`config.mk`:
```
export PLATFORM = sky130hd
export DESIGN_NAME = pixout_fifo_bridge
export DESIGN_NICKNAME = d
export VERILOG_FILES = /design/src/rtl/pixout_pkg.sv /design/src/rtl/pixout_sync_fifo.sv /design/src/rtl/pixout_fifo_bridge.sv
export SDC_FILE = /design/constraint.sdc
export NUM_CORES = 1
export LEC_CHECK = 0
export CORE_ASPECT_RATIO = 1.2
export CORE_UTILIZATION = 30
export DETAILED_ROUTE_END_ITERATION = 16
export PLACE_DENSITY = 0.53
export SYNTH_ARGS = -nofsm -noshare
export SYNTH_HDL_FRONTEND = slang
export SYNTH_SLANG_ARGS = --single-unit
```
`constraint.sdc`:
```
create_clock -name clk_clk -period 10.35 [get_ports clk_clk]
set_input_delay 1.035 -clock clk_clk [delete_from_list [all_inputs] [get_ports clk_clk]]
set_output_delay 1.035 -clock clk_clk [all_outputs]
set_load 0.02 [all_outputs]
```
`src/rtl/pixout_pkg.sv`:
```
// Shared definitions for the pixel output FIFO bridge: register map,
// STATUS/CONTROL bit positions, fill FSM state type and the STATUS word packer.
package pixout_pkg;

    // Avalon-MM register map
    localparam logic [1:0] ADDR_DATA    = 2'd0;
    localparam logic [1:0] ADDR_STATUS  = 2'd1;
    localparam logic [1:0] ADDR_CONTROL = 2'd2;
    localparam logic [1:0] ADDR_REPEAT  = 2'd3;

    // STATUS bit positions (level occupies [15:0])
    localparam int ST_FULL_BIT      = 16;
    localparam int ST_EMPTY_BIT     = 17;
    localparam int ST_UNDERFLOW_BIT = 18;
    localparam int ST_FILL_BUSY_BIT = 19;

    // CONTROL bit positions
    localparam int CTL_ENABLE_BIT = 0;
    localparam int CTL_IRQ_EN_BIT = 1;
    localparam int CTL_FLUSH_BIT  = 2;
    localparam int CTL_CLR_UF_BIT = 3;

    typedef enum logic {
        IDLE = 1'b0,
        FILL = 1'b1
    } fill_state_e;

    // Pack the STATUS register word from its fields.
    function automatic logic [31:0] status_word(
        input logic [15:0] level,
        input logic        full,
        input logic        empty,
        input logic        underflow,
        input logic        fill_busy
    );
        return {12'd0, fill_busy, underflow, empty, full, level};
    endfunction

endpackage

```
`src/rtl/pixout_sync_fifo.sv`:
```
// Show-ahead synchronous FIFO.
// Ports: clk/rst_n clock and async active-low reset; flush empties the FIFO
// synchronously (wins over push/pop); push/wdata write when not full;
// pop advances the head when not empty; rdata is the head entry (0 when
// empty); full/empty/level report occupancy.
module pixout_sync_fifo #(
    parameter int WIDTH = 24,
    parameter int DEPTH = 16
) (
    input  logic                         clk,
    input  logic                         rst_n,
    input  logic                         flush,
    input  logic                         push,
    input  logic                         pop,
    input  logic [WIDTH-1:0]             wdata,
    output logic [WIDTH-1:0]             rdata,
    output logic                         full,
    output logic                         empty,
    output logic [$clog2(DEPTH+1)-1:0]   level
);

    localparam int PTR_W = $clog2(DEPTH);
    localparam int LVL_W = $clog2(DEPTH+1);

    logic [WIDTH-1:0] mem_r [DEPTH];
    logic [PTR_W-1:0] wr_ptr_r;
    logic [PTR_W-1:0] rd_ptr_r;
    logic [LVL_W-1:0] level_r;
    logic             push_ok_s;
    logic             pop_ok_s;
    logic             full_s;
    logic             empty_s;

    // Occupancy flags and qualified push/pop
    always_comb begin
        full_s    = (level_r == LVL_W'(DEPTH));
        empty_s   = (level_r == LVL_W'(0));
        push_ok_s = push & ~full_s & ~flush;
        pop_ok_s  = pop & ~empty_s & ~flush;
        if (empty_s) begin
            rdata = {WIDTH{1'b0}};
        end else begin
            rdata = mem_r[rd_ptr_r];
        end
    end

    // Storage array; data only, so no reset is needed
    always_ff @(posedge clk) begin
        if (push_ok_s) begin
            mem_r[wr_ptr_r] <= wdata;
        end
    end

    // Pointers and level; pointers wrap naturally because DEPTH is a power of 2
    always_ff @(posedge clk or negedge rst_n) begin
        if (!rst_n) begin
            wr_ptr_r <= PTR_W'(0);
            rd_ptr_r <= PTR_W'(0);
            level_r  <= LVL_W'(0);
        end else if (flush) begin
            wr_ptr_r <= PTR_W'(0);
            rd_ptr_r <= PTR_W'(0);
            level_r  <= LVL_W'(0);
        end else begin
            if (push_ok_s) begin
                wr_ptr_r <= wr_ptr_r + PTR_W'(1);
            end
            if (pop_ok_s) begin
                rd_ptr_r <= rd_ptr_r + PTR_W'(1);
            end
            case ({push_ok_s, pop_ok_s})
                2'b10:   level_r <= level_r + LVL_W'(1);
                2'b01:   level_r <= level_r - LVL_W'(1);
                default: level_r <= level_r;
            endcase
        end
    end

    assign full  = full_s;
    assign empty = empty_s;
    assign level = level_r;

endmodule

```
`src/rtl/pixout_fifo_bridge.sv`:
```
// Avalon-MM pixel export bridge: CPU writes pixels into a show-ahead FIFO
// that drains over a valid/ready stream, with a hardware fill mode (one DATA
// write replicated REPEAT+1 times) and a sticky underflow interrupt.
// Ports: clk_clk/reset_reset_n clock and async active-low reset;
// avs_* Avalon-MM slave (read latency 1, waitrequest on stalled DATA writes);
// pix_data/pix_valid/pix_ready output stream; irq level interrupt.
module pixout_fifo_bridge
    import pixout_pkg::*;
#(
    parameter int PIX_W = 24,
    parameter int DEPTH = 16,
    parameter int REP_W = 16
) (
    input  logic             clk_clk,
    input  logic             reset_reset_n,
    input  logic [1:0]       avs_address,
    input  logic             avs_write,
    input  logic [31:0]      avs_writedata,
    input  logic             avs_read,
    output logic [31:0]      avs_readdata,
    output logic             avs_waitrequest,
    output logic [PIX_W-1:0] pix_data,
    output logic             pix_valid,
    input  logic             pix_ready,
    output logic             irq
);

    localparam int LVL_W = $clog2(DEPTH+1);

    fill_state_e      state_r;
    fill_state_e      state_nxt_s;
    logic             enable_r;
    logic             irq_en_r;
    logic             underflow_r;
    logic [REP_W-1:0] repeat_r;
    logic [REP_W-1:0] count_r;
    logic [PIX_W-1:0] fill_pix_r;
    logic [31:0]      readdata_r;

    logic             data_wr_s;
    logic             ctl_wr_s;
    logic             rep_wr_s;
    logic             flush_s;
    logic             clr_uf_s;
    logic             wait_s;
    logic             data_push_s;
    logic             fill_push_s;
    logic             push_s;
    logic [PIX_W-1:0] push_data_s;
    logic             pop_s;
    logic             uf_set_s;
    logic [31:0]      rd_mux_s;

    logic             fifo_full_s;
    logic             fifo_empty_s;
    logic [LVL_W-1:0] fifo_level_s;
    logic [PIX_W-1:0] fifo_rdata_s;

    // High write-data bits beyond the widest field are intentionally ignored
    logic             unused_wdata_s;
    assign unused_wdata_s = &{1'b0, avs_writedata};

    pixout_sync_fifo #(
        .WIDTH (PIX_W),
        .DEPTH (DEPTH)
    ) u_fifo (
        .clk   (clk_clk),
        .rst_n (reset_reset_n),
        .flush (flush_s),
        .push  (push_s),
        .pop   (pop_s),
        .wdata (push_data_s),
        .rdata (fifo_rdata_s),
        .full  (fifo_full_s),
        .empty (fifo_empty_s),
        .level (fifo_level_s)
    );

    // Bus decode, stall, push/pop qualification and underflow detection
    always_comb begin
        data_wr_s   = avs_write & (avs_address == ADDR_DATA);
        ctl_wr_s    = avs_write & (avs_address == ADDR_CONTROL);
        rep_wr_s    = avs_write & (avs_address == ADDR_REPEAT);
        flush_s     = ctl_wr_s & avs_writedata[CTL_FLUSH_BIT];
        clr_uf_s    = ctl_wr_s & avs_writedata[CTL_CLR_UF_BIT];
        wait_s      = data_wr_s & (fifo_full_s | (state_r == FILL));
        // Full blocks a push even when a pop frees a slot in the same cycle
        data_push_s = data_wr_s & ~wait_s & ~flush_s;
        fill_push_s = (state_r == FILL) & ~fifo_full_s & ~flush_s;
        push_s      = data_push_s | fill_push_s;
        if (state_r == FILL) begin
            push_data_s = fill_pix_r;
        end else begin
            push_data_s = avs_writedata[PIX_W-1:0];
        end
        pop_s    = enable_r & ~fifo_empty_s & pix_ready;
        // The sink asking while a fill is still producing is not an underflow
        uf_set_s = enable_r & pix_ready & fifo_empty_s & (state_r != FILL);
    end

    // Fill FSM next-state logic
    always_comb begin
        state_nxt_s = state_r;
        case (state_r)
            IDLE: begin
                if (data_push_s && (repeat_r != REP_W'(0))) begin
                    state_nxt_s = FILL;
                end else begin
                    state_nxt_s = IDLE;
                end
            end
            FILL: begin
                if (flush_s) begin
                    state_nxt_s = IDLE;
                end else if (fill_push_s && (count_r == REP_W'(1))) begin
                    state_nxt_s = IDLE;
                end else begin
                    state_nxt_s = FILL;
                end
            end
            default: state_nxt_s = IDLE;
        endcase
    end

    // Fill FSM state register
    always_ff @(posedge clk_clk or negedge reset_reset_n) begin
        if (!reset_reset_n) begin
            state_r <= IDLE;
        end else begin
            state_r <= state_nxt_s;
        end
    end

    // CONTROL read/write bits
    always_ff @(posedge clk_clk or negedge reset_reset_n) begin
        if (!reset_reset_n) begin
            enable_r <= 1'b0;
            irq_en_r <= 1'b0;
        end else if (ctl_wr_s) begin
            enable_r <= avs_writedata[CTL_ENABLE_BIT];
            irq_en_r <= avs_writedata[CTL_IRQ_EN_BIT];
        end
    end

    // REPEAT register: frozen during FILL, cleared by flush or fill completion
    always_ff @(posedge clk_clk or negedge reset_reset_n) begin
        if (!reset_reset_n) begin
            repeat_r <= REP_W'(0);
        end else if (flush_s) begin
            repeat_r <= REP_W'(0);
        end else if (fill_push_s && (count_r == REP_W'(1))) begin
            repeat_r <= REP_W'(0);
        end else if (rep_wr_s && (state_r != FILL)) begin
            repeat_r <= avs_writedata[REP_W-1:0];
        end
    end

    // Fill counter and latched fill pixel
    always_ff @(posedge clk_clk or negedge reset_reset_n) begin
        if (!reset_reset_n) begin
            count_r    <= REP_W'(0);
            fill_pix_r <= {PIX_W{1'b0}};
        end else if (data_push_s && (repeat_r != REP_W'(0))) begin
            count_r    <= repeat_r;
            fill_pix_r <= avs_writedata[PIX_W-1:0];
        end else if (fill_push_s) begin
            count_r <= count_r - REP_W'(1);
        end
    end

    // Sticky underflow flag; a new underflow beats a simultaneous clear
    always_ff @(posedge clk_clk or negedge reset_reset_n) begin
        if (!reset_reset_n) begin
            underflow_r <= 1'b0;
        end else if (uf_set_s) begin
            underflow_r <= 1'b1;
        end else if (clr_uf_s) begin
            underflow_r <= 1'b0;
        end
    end

    // Read data multiplexer
    always_comb begin
        rd_mux_s = 32'd0;
        case (avs_address)
            ADDR_STATUS:  rd_mux_s = status_word(16'(fifo_level_s), fifo_full_s,
                                                 fifo_empty_s, underflow_r,
                                                 (state_r == FILL));
            ADDR_CONTROL: rd_mux_s = 32'({irq_en_r, enable_r});
            ADDR_REPEAT:  rd_mux_s = 32'(repeat_r);
            default:      rd_mux_s = 32'd0;
        endcase
    end

    // Registered read data, held between reads
    always_ff @(posedge clk_clk or negedge reset_reset_n) begin
        if (!reset_reset_n) begin
            readdata_r <= 32'd0;
        end else if (avs_read) begin
            readdata_r <= rd_mux_s;
        end
    end

    assign avs_readdata    = readdata_r;
    assign avs_waitrequest = wait_s;
    assign pix_data        = fifo_rdata_s;
    assign pix_valid       = enable_r & ~fifo_empty_s;
    assign irq             = underflow_r & irq_en_r;

endmodule

```
==> metrics.cfg, run 1 <==
[grt]
grt_pass1_wl_um = 69500
met1_usage = 0.197
grt_usage = 0.144
antenna_found_initial = 2
grtUsageMet3 = 0.0228
grt_overflow = 0
grtUsageMet2 = 0.241
grt_max_degree = 60
busiest_layer = met2
grt_pass1_vias = 10789

[die]
die_h_um = 281
die_w_um = 234
core-area_um2 = 63700
rows = 101
io_pins = 98
initial_core_util = 0.305
design.die.area_um2 = 65800

[synthesis]
synth_ff_type = edfxtp_1
synth_edf_count = 384
synth-seq-cells = 477
yosys.cell_count.top_type = edfxtp_1
yosysUniqueCellTypes = 53
syn_avg_cell_area_um2 = 17.6
yosysSeqAreaShare = 0.713
yosys_warnings = 0
yosys.area.top_type_share = 0.594
synthArstFlopShare = 0.195
synth_area_um2 = 19400
synthCells = 1105
synthTopCellsByCount = 384 x edfxtp_1, 146 x nand2_1, 120 x mux4_2, 93 x dfrtp_1, 38 x clkbuf_1
netlist_top_cells_area = edfxtp_1 59%, mux4_2 14%, dfrtp_1 12%
synth_area_leader_cell = edfxtp_1

[worst_setup_path]
cp-startpoint = u_fifo.rd_ptr_r[0]$_DFFE_PN0P_
crit_required_ns = 9.32
crit_path_end_kind = primary output
setup.worst_path.end = pix_data[22]
path_max_fanout = 40
crit_type = reg2out
worstRegToRegCells = 11
r2r-start = u_fifo.level[1]$_DFFE_PN0P_
cp-start-kind = register
worstPathArrival_ns = 4.82
r2r-end = u_fifo.level[4]$_DFFE_PN0P_
ff2ff_setup_slack_ns = 6.86

[sta]
slew_viol_final = 0
maxClockFrequency_mhz = 171
rsz0062_at_grt = false
setup_viol = 0
min_period_ns = 5.85
max_slew_margin = 0.330
clock_skew_ns = 0.0238
tightest_slew_ns = 1.00
min_period_over_period = 0.565
finalHoldViolations = 0
setup_ws_ns = 4.50
setup_tns_ns = 0

[power]
powerDensity_nw_per_um2 = 291
p_leak_nw = 7.64
peakVddDrop_uv = 130

[placement]
dp_hpwl_um = 25000
portBuffers = 77
place_ws_ns = 4.94
gp_congestion = 0.769

[route]
num_vias = 10115
drt-total-wl_um = 46100
drtIter0Drc = 705
drt_first_pass_iters = 4
postRouteAntennaNets = 0
routed_via_density = 4.91
drc_errors = 0
routedWlPerCell_um = 22.4

[cts]
numCtsBuffers = 49
post_cts_buffers = 0
cts.sinks = 477
holdBufCountCts = 0
htreeDepth = 2
cts_tree = built
clockBufferDepth = 3
clk_latency_ns = 0.58
cts_root_buffer = clkbuf_16
cts.clk_slew.worst_paths_ns = 0.06
cts_resized = 0

[cells_and_area]
drive_gt1_frac = 0.203
area_delta_synth_final_pct = 16.4
antenna_cells = 0
nNetsFinal = 1251
fill_cells = 6039

[run_status]
status = complete, no violations

[min_path]
min_path_type = in2async

[job]
max-cap-violations = 0

metal layers:
layer,vias to the layer above,share of wire
met3,71,0.039
met1,5343,0.45
met2,222,0.49
li1,4479,-
met5,-,0
met4,0,0.018
worst min path at each step:
stage,startpoint,endpoint,cells after the start
after CTS,reset_reset_n,fill_pix_r[6]$_DFFE_PN0P_,1
final,reset_reset_n,fill_pix_r[11]$_DFFE_PN0P_,1
after detailed placement,fill_pix_r[9]$_DFFE_PN0P_,fill_pix_r[9]$_DFFE_PN0P_,2
after global routing,reset_reset_n,fill_pix_r[11]$_DFFE_PN0P_,1
after global placement,fill_pix_r[20]$_DFFE_PN0P_,fill_pix_r[20]$_DFFE_PN0P_,2
after floorplan,fill_pix_r[0]$_DFFE_PN0P_,fill_pix_r[0]$_DFFE_PN0P_,2
worst max-delay path, cell delays in order, from the launching register on:
cell             delay [ns]
dfrtp_4                0.87
buf_4                  0.63
buf_4                  0.75
mux4_2                 0.60
mux4_2                 0.53
nor2b_1                0.17
clkdlybuf4s50_1        0.59
metrics by stage:
stage | util | instance area (um2) | hold slack [ns] | std cells | total power [mW]
2_1_floorplan | - | 19500 | 0.440 | 1116 | 4.23
3_3_place_gp | 0.333 | 21200 | 0.453 | 1974 | 5.00
3_5_place_dp | 0.333 | 21200 | 0.457 | 1974 | 5.05
4_1_cts | 0.355 | 22600 | 0.401 | 2060 | 6.69
5_1_grt | 0.355 | 22600 | 0.425 | 2060 | 6.94
6_report | 0.355 | 22600 | 0.410 | 2060 | 6.59
registers in the layout, indices dropped and copies added (netlist names):
signal	count
u_fifo.rd_ptr_r	4
state_r	1
u_fifo.level	5
u_fifo.wr_ptr_r	4
avs_readdata	20
irq_en_r	1
fill_pix_r	24
underflow_r	1
repeat_r	16
enable_r	1
u_fifo.mem_r	384
count_r	16
layout by cell type (no fill, tap or decap), drive strengths merged, types with 2 or more instances in the layout:
master,instances
o211ai,4
mux2i,4
nor3b,5
clkdlybuf4s50,76
ha,10
edfxtp,384
a21o,3
nor3,12
mux2,28
and2,6
a221o,6
and3,6
nand3,14
o22ai,5
or3,3
nand2,146
a21oi,29
o21ai,27
nand3b,2
o311ai,3
mux4,120
a22oi,2
nor4,8
clkbuf,70
nor2b,28
and4,5
conb,12
xor2,5
clkinv,12
nand4,4
xnor2,7
or4,5
inv,29
buf,27
nor2,22
dfrtp,93
where the power goes:
part	internal (mW)	total [mW]	switching [mW]	leakage [nW]
registers	2.62	2.86	0.235	4.68
logic	0.945	2.10	1.16	2.25
clock network	0.913	1.62	0.712	0.703
cell families (layout without fill, tap and decap cells):
logic type / Yosys count / count (layout) / share of synthesized area
buf+inv: 95 / 215 / 0.0214
other cells: 1 / 12 / 0.000193
xor+xnor: 12 / 12 / 0.00541
simple gates: 269 / 269 / 0.0659
flops: 477 / 477 / 0.713
mux: 152 / 152 / 0.157
fa+ha+maj: 11 / 11 / 0.00747
compound gates: 88 / 88 / 0.0287
area by class of cell:
cell class / instances / area [um2] / share of cell area
sequential: 477 / 13900 / 0.613
clock buffer: 70 / 1330 / 0.0586
timing repair buffer: 103 / 963 / 0.0426
inverter: 26 / 97.6 / 0.00432
clock inverter: 16 / 111 / 0.00492
multi-input combinational: 544 / 5220 / 0.231
tap: 824 / 1030 / 0.0456
No activity file was read; power rests on OpenSTA's default activity.
==> run 2: changes to the inputs <==
clock period = 6 ns   (was 10.35 ns; I/O delays follow)
==> run 2 against run 1 <==
Compared with the run above:
- routed wire length shrank 0.97%
- critical path depth shrank 1
- die area is the same
- clock skew shrank 0.0041 ns
- hold slack gained 0.057 ns
- critical endpoint is now pix_data[19]
- largest power group unchanged
- highest routed layer unchanged
==> metrics.cfg, run 2 (synthesized netlist as in run 1, its figures left out) <==
[run_status]
status = complete, no violations

[worst_setup_path]
crit_required_ns = 5.40
cp-start-kind = register
r2r-end = u_fifo.mem_r[4][11]$_DFFE_PP_
ff2ff_setup_slack_ns = 2.84
path_max_fanout = 42
worstPathArrival_ns = 3.84
crit_path_end_kind = primary output
worstRegToRegCells = 6
crit_type = reg2out
r2r-start = u_fifo.level[2]$_DFFE_PN0P_

[power]
combPwrFrac = 0.311
seq_power_share = 0.435
p_leak_nw = 7.70
powerDensity_nw_per_um2 = 506
p_clk_frac = 0.254
switchingPower_mw = 3.65
peakVddDrop_uv = 323
power.internal_mw = 7.88
sw_frac_of_total = 0.317

[die]
rows = 101
die_w_um = 234
design.die.area_um2 = 65800
io_pins = 98
die_h_um = 281
initial_core_util = 0.305
core-area_um2 = 63700

[cts]
cts_root_buffer = clkbuf_16
htreeDepth = 2
clk_latency_ns = 0.59
cts.sinks = 477
post_cts_buffers = 0
cts_tree = built
cts.clk_slew.worst_paths_ns = 0.06
numCtsBuffers = 50
clockBufferDepth = 3
cts_resized = 0

[route]
drtIter0Drc = 636
num_vias = 10224
routed_via_density = 4.95
postRouteAntennaNets = 0
routedWlPerCell_um = 22.1
drc_errors = 0
drt-total-wl_um = 45700
drt_first_pass_iters = 5

[sta]
rsz0062_at_grt = false
tightest_slew_ns = 1.13
finalHoldViolations = 0
hold-worst-slack_ns = 0.467
min_period_over_period = 0.739
slew_viol_final = 0
max_slew_margin = 0.247
min_period_ns = 4.44
setup_tns_ns = 0
clock_skew_ns = 0.0197
setup_viol = 0
maxClockFrequency_mhz = 225

[cells_and_area]
register_area_um2 = 13900
largest_reg_flops = 384
mostFrequentLayoutCell = edfxtp_1
area_delta_synth_final_pct = 17.2
antenna_cells = 0
multiInputGateArea_um2 = 5220
nNetsFinal = 1258
top_register = u_fifo.mem_r
final_util = 0.357
layout_common_cells = 384 x edfxtp_1, 146 x nand2_1, 120 x mux4_2, 90 x dfrtp_1, 76 x clkdlybuf4s50_1
drive_gt1_frac = 0.209
stdcell_area_um2 = 22800
fill_cells = 6001

[placement]
gp_congestion = 0.761
dp_hpwl_um = 27000
portBuffers = 77
place_area_um2 = 21200

[grt]
grt_overflow = 0
grt_max_degree = 61
grt_pass1_wl_um = 69200
antenna_found_initial = 0
grt_pass1_vias = 10970
grt_usage = 0.143

[job]
max-cap-violations = 0

[min_path]
min_to = fill_pix_r[23]$_DFFE_PN0P_
worstHoldStart = fill_pix_r[23]$_DFFE_PN0P_
hold_depth = 2
min_path_type = reg2reg

==> run 2: cell types whose count changed in the layout (fill, tap and decap cells not counted), sizes merged <==
cell         before  now
bufinv            1    3
clkinv           12   14
dlygate4sd3       0    1
buf              27   32
inv              29   26
clkinvlp          0    2
clkbuf           70   66
==> run 2: power groups by stage <==
| stage | sequential, mW | combinational (mW) | clock, mW |
|---|---|---|---|
| global placement | 5.06 | 3.61 | 0 |
| CTS | 5.02 | 3.67 | 3.00 |
| detailed placement | 5.09 | 3.66 | 0 |
| floorplan | 4.78 | 2.52 | 0 |
| global route | 5.09 | 3.91 | 3.12 |
| finish | 5.01 | 3.58 | 2.93 |
==> run 2: worst max-delay path by stage <==
| stage | start | to | slack [ns] | depth (start not counted) |
|---|---|---|---|---|
| floorplan | avs_address[0] | u_fifo.mem_r[5][0]$_DFFE_PP_ | 2.02 | 6 |
| global placement | avs_address[1] | u_fifo.mem_r[4][23]$_DFFE_PP_ | 1.67 | 7 |
| detailed placement | avs_address[1] | u_fifo.mem_r[4][23]$_DFFE_PP_ | 1.65 | 7 |
| CTS | u_fifo.rd_ptr_r[0]$_DFFE_PN0P_ | pix_data[11] | 1.40 | 5 |
| global route | u_fifo.rd_ptr_r[0]$_DFFE_PN0P_ | pix_data[6] | 1.32 | 5 |
| finish | u_fifo.rd_ptr_r[0]$_DFFE_PN0P_ | pix_data[19] | 1.56 | 5 |
==> run 2: what timing repair did <==
| action | in CTS | in global routing |
|---|---|---|
| hold buffers | 1 | 0 |
| hold endpoints to repair | 20 | 0 |
| endpoints found under the setup margin | 0 | 0 |
==> run 2: critical path, cell delays in order, from the launching register on <==
cell	delay, ns
dfrtp_4	1.01
buf_4	0.42
mux4_2	0.55
mux4_2	0.52
nor2b_1	0.15
clkdlybuf4s50_1	0.55
==> run 2: layer usage <==
| layer | vias up | GRT usage | routed length [um] |
|---|---|---|---|
| met2 | 280 | 0.236 | 22400 |
| met1 | 5386 | 0.192 | 20100 |
| met3 | 67 | 0.0236 | 2220 |
| met5 | - | 0 | 0 |
| li1 | 4491 | - | - |
| met4 | 0 | 0.0414 | 965 |
==> run 2: stage by stage <==
stage	instances	worst slack (ns)	power, mW
4_1_cts	2065	1.40	11.7
5_1_grt	2065	1.32	12.1
3_3_place_gp	1979	1.67	8.67
2_1_floorplan	1116	2.02	7.30
3_5_place_dp	1979	1.65	8.75
6_report	2065	1.56	11.5
==> run 2: cell type report <==
type,count,area share
inverter,26,0.00429
timing repair buffer,109,0.0450
sequential,477,0.609
clock buffer,66,0.0589
multi-input combinational,544,0.229
clock inverter,19,0.00792
tap,824,0.0453
